### src/rtl/spi_sync_edge.sv
// Shift-register synchronizer for one asynchronous input; reports the
// synchronized level plus single-cycle rise/fall strobes.
`timescale 1ns/1ps
module spi_sync_edge #(
    parameter int   STAGES = 3,
    parameter logic IDLE   = 1'b0
) (
    input  logic i_clk,
    input  logic i_rst,
    input  logic i_d,
    output logic o_level,
    output logic o_rise,
    output logic o_fall
);

    logic [STAGES-1:0] r_sh;

    always_ff @(posedge i_clk or posedge i_rst) begin
        if (i_rst) r_sh <= {STAGES{IDLE}};
        else       r_sh <= {r_sh[STAGES-2:0], i_d};
    end

    // The two oldest taps drive both the level and the edge strobes so they stay coherent
    assign o_level = r_sh[STAGES-2];
    assign o_rise  = (r_sh[STAGES-1:STAGES-2] == 2'b01);
    assign o_fall  = (r_sh[STAGES-1:STAGES-2] == 2'b10);

endmodule

### src/rtl/spi_slave.sv
// SPI mode-0 slave running entirely in the CLK domain. Received frames are
// latched to MSG; MISO replays the running count of received bytes.
`timescale 1ns/1ps
module spi_slave #(
    parameter int SYNC_STAGES = 3,
    parameter int WIDTH       = 8
) (
    input  logic             CLK,
    input  logic             RST,
    input  logic             SCK,
    input  logic             MOSI,
    output logic             MISO,
    input  logic             SSEL,
    output logic [WIDTH-1:0] MSG,
    output logic             MSG_VALID
);

    localparam int CW = (WIDTH > 1) ? $clog2(WIDTH) : 1;

    logic             w_sck_level, w_sck_rise, w_sck_fall;
    logic             w_ssel_level, w_ssel_rise, w_ssel_fall;
    logic             w_active, w_ssel_start, w_mosi;
    logic             w_unused;
    logic [7:0]       w_byte_next;

    logic [SYNC_STAGES-2:0] r_mosi;
    logic [CW-1:0]          r_bit_cnt;
    logic [WIDTH-1:0]       r_rx;
    logic [WIDTH-1:0]       r_msg;
    logic                   r_msg_valid;
    logic                   r_done;
    logic [7:0]             r_byte_cnt;
    logic [7:0]             r_tx;

    spi_sync_edge #(.STAGES(SYNC_STAGES), .IDLE(1'b0)) u_sck_sync (
        .i_clk   (CLK),
        .i_rst   (RST),
        .i_d     (SCK),
        .o_level (w_sck_level),
        .o_rise  (w_sck_rise),
        .o_fall  (w_sck_fall)
    );

    spi_sync_edge #(.STAGES(SYNC_STAGES), .IDLE(1'b1)) u_ssel_sync (
        .i_clk   (CLK),
        .i_rst   (RST),
        .i_d     (SSEL),
        .o_level (w_ssel_level),
        .o_rise  (w_ssel_rise),
        .o_fall  (w_ssel_fall)
    );

    // One stage shorter than SCK: MOSI is sampled the same cycle SCK is first seen high
    always_ff @(posedge CLK or posedge RST) begin
        if (RST) r_mosi <= '0;
        else     r_mosi <= {r_mosi[SYNC_STAGES-3:0], MOSI};
    end

    assign w_mosi       = r_mosi[SYNC_STAGES-2];
    assign w_active     = ~w_ssel_level;
    assign w_ssel_start = w_ssel_fall;
    assign w_byte_next  = r_byte_cnt + 8'd1;
    assign w_unused     = w_sck_level | w_ssel_rise;

    always_ff @(posedge CLK or posedge RST) begin
        if (RST) begin
            r_bit_cnt   <= '0;
            r_rx        <= '0;
            r_done      <= 1'b0;
            r_msg       <= '0;
            r_msg_valid <= 1'b0;
            r_byte_cnt  <= 8'd0;
            r_tx        <= 8'd0;
        end else begin
            r_done      <= 1'b0;
            r_msg_valid <= 1'b0;

            if (!w_active) begin
                r_bit_cnt <= '0;
            end else if (w_sck_rise) begin
                r_rx <= {r_rx[WIDTH-2:0], w_mosi};
                if (r_bit_cnt == CW'(WIDTH - 1)) begin
                    r_bit_cnt <= '0;
                    r_done    <= 1'b1;
                end else begin
                    r_bit_cnt <= r_bit_cnt + CW'(1);
                end
            end

            if (r_done) begin
                r_msg       <= r_rx;
                r_msg_valid <= 1'b1;
                r_byte_cnt  <= w_byte_next;
            end

            // Frame completion wins over window start; both reload the reply byte
            if (r_done)                       r_tx <= w_byte_next;
            else if (w_ssel_start)            r_tx <= r_byte_cnt;
            else if (w_active && w_sck_fall)  r_tx <= {r_tx[6:0], 1'b0};
        end
    end

    assign MISO      = w_active & r_tx[7];
    assign MSG       = r_msg;
    assign MSG_VALID = r_msg_valid;

endmodule

### config.mk
export PLATFORM = sky130hd
export DESIGN_NAME = spi_slave
export DESIGN_NICKNAME = d
export VERILOG_FILES = /design/src/rtl/spi_sync_edge.sv /design/src/rtl/spi_slave.sv
export SDC_FILE = /design/constraint.sdc
export NUM_CORES = 1
export LEC_CHECK = 0
export CELL_PAD_IN_SITES_DETAIL_PLACEMENT = 0
export CELL_PAD_IN_SITES_GLOBAL_PLACEMENT = 2
export CORE_MARGIN = 4
export CORE_UTILIZATION = 38
export CTS_BUF_LIST = sky130_fd_sc_hd__clkbuf_4 sky130_fd_sc_hd__clkbuf_8
export DETAILED_ROUTE_END_ITERATION = 16
export PLACE_DENSITY = 0.74
export SETUP_SLACK_MARGIN = 0.5
export SYNTH_ARGS = -nofsm -noshare
export SYNTH_HDL_FRONTEND = slang
export SYNTH_SLANG_ARGS = --single-unit
### constraint.sdc
create_clock -name CLK -period 1.8 [get_ports CLK]
set_clock_uncertainty 0.2 [all_clocks]
set_input_delay 0.36 -clock CLK [delete_from_list [all_inputs] [get_ports CLK]]
set_output_delay 0.36 -clock CLK [all_outputs]
set_load 0.05 [all_outputs]
==> Word level (Yosys, flattened, before mapping) <==
Cells that the tools add are included.
W data, S select, Z words.
{ "word_totals": {"register_bits": 45, "input_bits": 5} }
{ "op_classes": {"n_addsub": 2, "n_eq_ne": 4, "n_mux": 10, "bitwise_logic": 2, "n_reduce_logical": 4} }
{ "ops": {"columns": ["cell", "n"], "rows": [
  ["$mux W8", 3],
  ["$mux W3", 3],
  ["$add A8 B1 Y8 const B", 1],
  ["$eq A2 B2 Y1 const B", 2],
  ["$mux W1", 4],
  ["$add A3 B1 Y3 const B", 1],
  ["$eq A3 B3 Y1 const B", 1],
  ["$reduce_bool A3 Y1", 1],
  ["$eq A2 B1 Y1 const B", 1],
  ["$reduce_and A2 Y1", 1],
  ["$reduce_bool A2 Y1", 1],
  ["$and A1 B1 Y1", 1],
  ["$logic_and A1 B1 Y1", 1],
  ["$not A1 Y1", 1]
]} }

==> Depth between registers and ports, before layout <==
{ "depth": {"ltp_word": 5, "depth_mapped": 6} }

==> By module <==
A second synthesis with hierarchy kept.
{ "hier_totals": {"hier_cells": 159, "hier_area_um2": 1981.9} }
{ "modules_own_cells": {"columns": ["mod", "n_inst", "cells_per_inst", "area_per_inst_um2"], "rows": [
  ["spi_slave", 1, 147, 1790.5],
  ["spi_sync_edge (u_ssel_sync)", 1, 6, 97.6],
  ["spi_sync_edge (u_sck_sync)", 1, 6, 93.8]
]} }

==> Least setup slack after synthesis <==
No wires, ideal clock.
{ "synth_timing": {"kind": "register to output", "start": "reg u_ssel_sync.r_sh[1]", "end": "out MISO", "arrival_time_ns": 1.169, "t_required_ns": 1.240, "setup_slack_ns": 0.071, "stages_incl_launch_ff": 3, "path_buffers": 1, "cell_sequence": "dfstp_2 buf_6 nor2b_1"} }
{ "synth_between": {"elab_chain_len": 2} }
{ "synth_lines": {"columns": ["item", "line", "rtl"], "rows": [
  ["start, declared", "spi_sync_edge.sv:16", "logic [STAGES-1:0] r_sh;"],
  ["start signal, assigned", "spi_sync_edge.sv:19", "if (i_rst) r_sh <= {STAGES{IDLE}};"],
  ["start signal, assigned", "spi_sync_edge.sv:20", "else r_sh <= {r_sh[STAGES-2:0], i_d};"],
  ["$not A1 Y1 (no source line)", null, null],
  ["$and A1 B1 Y1", "spi_slave.sv:103", "assign MISO = w_active & r_tx[7];"],
  ["end, declared", "spi_slave.sv:12", "output logic MISO,"]
]} }
Every way passes these cells.

==> Final worst setup path <==
{ "layout_timing": {"start": "reg u_ssel_sync.r_sh[1]", "end": "reg r_tx[1]"} }
{ "layout_between": {"elab_chain_len": 3, "elab_cells_between_ends": 6} }
{ "layout_lines": {"columns": ["item", "line", "rtl"], "rows": [
  ["$eq A2 B2 Y1 / $not A1 Y1 (equally long branches)", null, null],
  ["$mux W8 / $logic_and A1 B1 Y1 (equally long branches)", "spi_slave.sv:98, spi_slave.sv:99", null],
  ["$mux W8 / $reduce_bool A3 Y1 (equally long branches)", null, null],
  ["end signal, assigned", "spi_slave.sv:97", "if (r_done) r_tx <= w_byte_next;"],
  ["end signal, assigned", "spi_slave.sv:98", "else if (w_ssel_start) r_tx <= r_byte_cnt;"],
  ["end signal, assigned", "spi_slave.sv:99", "else if (w_active && w_sck_fall) r_tx <= {r_tx[6:0], 1'b0};"],
  ["end, declared", "spi_slave.sv:33", "logic [7:0] r_tx;"]
]} }
Several ways; a longest one is shown, not always the timed one.
A chain may end at the register's enable or synchronous reset.

==> flow_metrics.tcl <==
set metrics [dict create \
    synth-main-ff-cell "dfrtp_1" \
    crit_slowest_cell "dfstp_2" \
    end_kind "flip-flop" \
    ios 15 \
    synthMostInstantiatedCell "dfrtp_1" \
    synth_seq_area_share_pct 56.8 \
    core_um2 5110 \
    cts.clk_slew.worst_paths_ns 0.09 \
    worstPathRequired_ns 1.78 \
    hpwlAfterDp_um 2570 \
    status "finished, final reports clean" \
    period_share_pct 95.2 \
    max_freq_ghz 0.584 \
    rr_startpoint "u_ssel_sync.r_sh[1]" \
    diodes 0 \
    syn_nets 157 \
    grt_use_total_pct 13.3 \
    ant_nets 0 \
    rsz0062_at_grt "true" \
    fp.dieH_um 80.4 \
    p_comb_share_pct 8.8 \
    slew_headroom_pct 72.5 \
    crit_arrival_ns 1.70 \
    first_global_vias 1305 \
    rows 26 \
    fin_util_pct 52.9 \
    drt_iter0_markers 36 \
    vias 1252 \
    layout-area-overhead-vs-synth_pct 35.7 \
    vias_per_cell 4.89 \
    cp-startpoint "u_ssel_sync.r_sh[1]" \
    finalHoldViolations 0 \
    internal_power_mw 1.65 \
    setup-violations-final 0 \
    p_per_area_nw_per_um2 788 \
    finalCriticalPeriod_ns 1.71 \
    synthArstFlopShare_pct 100 \
    root_buffer "clkbuf_8" \
    tritoncts "done" \
    slew_viol_final 0 \
    fin_hold_ws_ns 0.154 \
    yosysWarnings 0 \
    synth_top_area_share_pct 52.8 \
    critical_path.cell_chain "buf_4 > o21bai_4 > nor2b_4 > buf_8 > mux2_4" \
    synth_edf_count 0 \
    wirelength_um 3990 \
    firstDrtPassIters 4 \
    cts-htree-levels 2 \
    syn_area_um2 1990 \
    cts_buffer_depth 2 \
    antenna_found_initial 0 \
    final_layout_size_suffix_gt1_share_pct 50.0 \
    worstPathMaxFanout 8 \
    setup_tns_ns 0 \
    seq_power_share_pct 54.4 \
    grt_max_degree 20 \
    cts_buffers 5 \
    max_stage_delay_ns 0.56 \
    clk_latency_ns 0.29 \
    final_nets 193 \
    hold_class "flip-flop to flip-flop" \
    hold_buffers 0 \
    route.detailed.drc 0 \
    yosysTopAreaCell "dfrtp_1" \
    p_sw_share_pct 22.7 \
    p_sw_mw 0.482 \
    critPathKind "flip-flop to flip-flop" \
    hp-start "u_sck_sync.r_sh[0]" \
    grt_pass1_wl_um 6510 \
    clock_sinks 45 \
    grt_overflow 0 \
    maxCapViolCount 0 \
    ir_worst_vdd_mv 0.418 \
    io_buffers 14 \
    cp-start-kind "flip-flop" \
    synth.distinct_cells 35 \
    netlist_instances 149 \
    ys_ff_latch 45 \
    synthTopCellsByArea "dfrtp_1 (53%), mux2_2 (12%), mux2i_1 (5.0%)" \
    syn_area_per_cell_um2 13.4 \
    avgRoutedWirePerCell_um 15.6 \
    dieArea_um2 6460 \
    gp_congestion 0.779 \
    ys_top_cells_by_count "dfrtp_1 (42), mux2_2 (22), mux2i_1 (10)" \
    die_w_um 80.4 \
    start_util_pct 39.0 \
    leakagePower_nw 1.24 \
    worst_pin_slew_ns 0.412 \
    clock_power_share_pct 36.8 \
]
-- state kept, by name, indices dropped and copies added (netlist names) --
name	count
r_tx	8
MSG	8
r_rx	8
u_sck_sync.r_sh	3
r_mosi	2
MSG_VALID	1
r_byte_cnt	8
r_done	1
r_bit_cnt	3
u_ssel_sync.r_sh	3
-- power by group through the flow --
stage / clock network (mW) / logic [mW] / registers [mW]
final: 0.783 / 0.187 / 1.16
after global routing: 0.847 / 0.204 / 1.17
after CTS: 0.795 / 0.159 / 1.16
after detailed placement: 0 / 0.151 / 1.18
after global placement: 0 / 0.144 / 1.17
after floorplan: 0 / 0.117 / 1.15
-- worst max-delay path: cells and delay by family (launching register included) --
family / cells / cell delay (ns)
buf+inv: 2 / 0.26
simple gates: 1 / 0.17
compound gates: 1 / 0.11
flops: 1 / 0.56
mux: 1 / 0.30
-- timing repair --
item,in CTS,in global routing
pin swaps,8,7
setup endpoints to repair,40,40
buffers inserted,2,10
cloned,0,1
resized for setup,20,22
-- metrics by stage --
step	instance area, um2	instances	total power, mW	worst slack, ns
6_report	2700	256	2.13	0.0870
5_1_grt	2700	256	2.22	0.0412
4_1_cts	2530	245	2.11	0.103
3_5_place_dp	2320	235	1.33	0.108
3_3_place_gp	2320	235	1.32	0.149
2_1_floorplan	2010	149	1.27	0.119
-- final cells by class --
cell class	instances	area, um2
fillers	448	2410
flip-flops and latches	45	1130
multi-input cells	91	886
repair buffers	39	464
well taps	70	87.6
clock buffers	6	76.3
clock inverters	2	38.8
inverters	3	15.0
-- path summary, 6_finish.rpt --
path                                      end  slack (ns)  cells after the start
setup / recovery                      r_tx[1]        0.09                      5
hold / removal             u_sck_sync.r_sh[1]        0.15                      0
setup reg to reg                      r_tx[1]        0.09                      5
hold reg to reg            u_sck_sync.r_sh[1]        0.15                      0
max in group asynchronous       r_byte_cnt[3]        0.77                      3
min in group asynchronous             r_rx[7]        0.21                      2
-- placed cells by master, fill, tap and decap left out, types with 2 or more instances in the layout --
master | synthesis | layout
o21ai_0 | 5 | 4
nor2_1 | 6 | 3
nand2b_4 | 1 | 2
dfstp_2 | 3 | 3
buf_12 | 0 | 9
nand4_1 | 3 | 3
buf_6 | 3 | 9
a31oi_1 | 2 | 2
xor2_1 | 6 | 6
buf_8 | 0 | 2
nor2_2 | 1 | 3
and3b_1 | 2 | 2
nand2_1 | 4 | 4
a211oi_2 | 2 | 2
nand3_1 | 3 | 3
clkdlybuf4s50_1 | 0 | 4
dfrtp_1 | 42 | 39
nor2b_2 | 0 | 2
dfrtp_2 | 0 | 3
ha_4 | 0 | 2
inv_1 | 3 | 2
clkbuf_8 | 1 | 5
mux2_2 | 22 | 15
buf_4 | 1 | 15
mux2i_2 | 0 | 2
mux2i_1 | 10 | 8
mux2_4 | 0 | 7
xnor2_1 | 4 | 4
or3_1 | 3 | 3
-- cell families after synthesis --
| group | share of synthesized area, % |
|---|---|
| multiplexers | 17.5 |
| AND/OR/NAND/NOR | 9.68 |
| XOR/XNOR | 4.40 |
| adder cells (fa/ha/maj) | 1.89 |
| buffers and inverters | 4.59 |
| flip-flops | 56.8 |
| AO/OA/AOI/OAI | 5.22 |
-- metal layers --
layer  global-route usage (%)  share of wire [%]
met1                     17.1                 45
met2                     21.3                 51
met3                     3.92                3.0
met4                     4.39                1.3
met5                        0                  0
(Power assumes the default switching activity.)
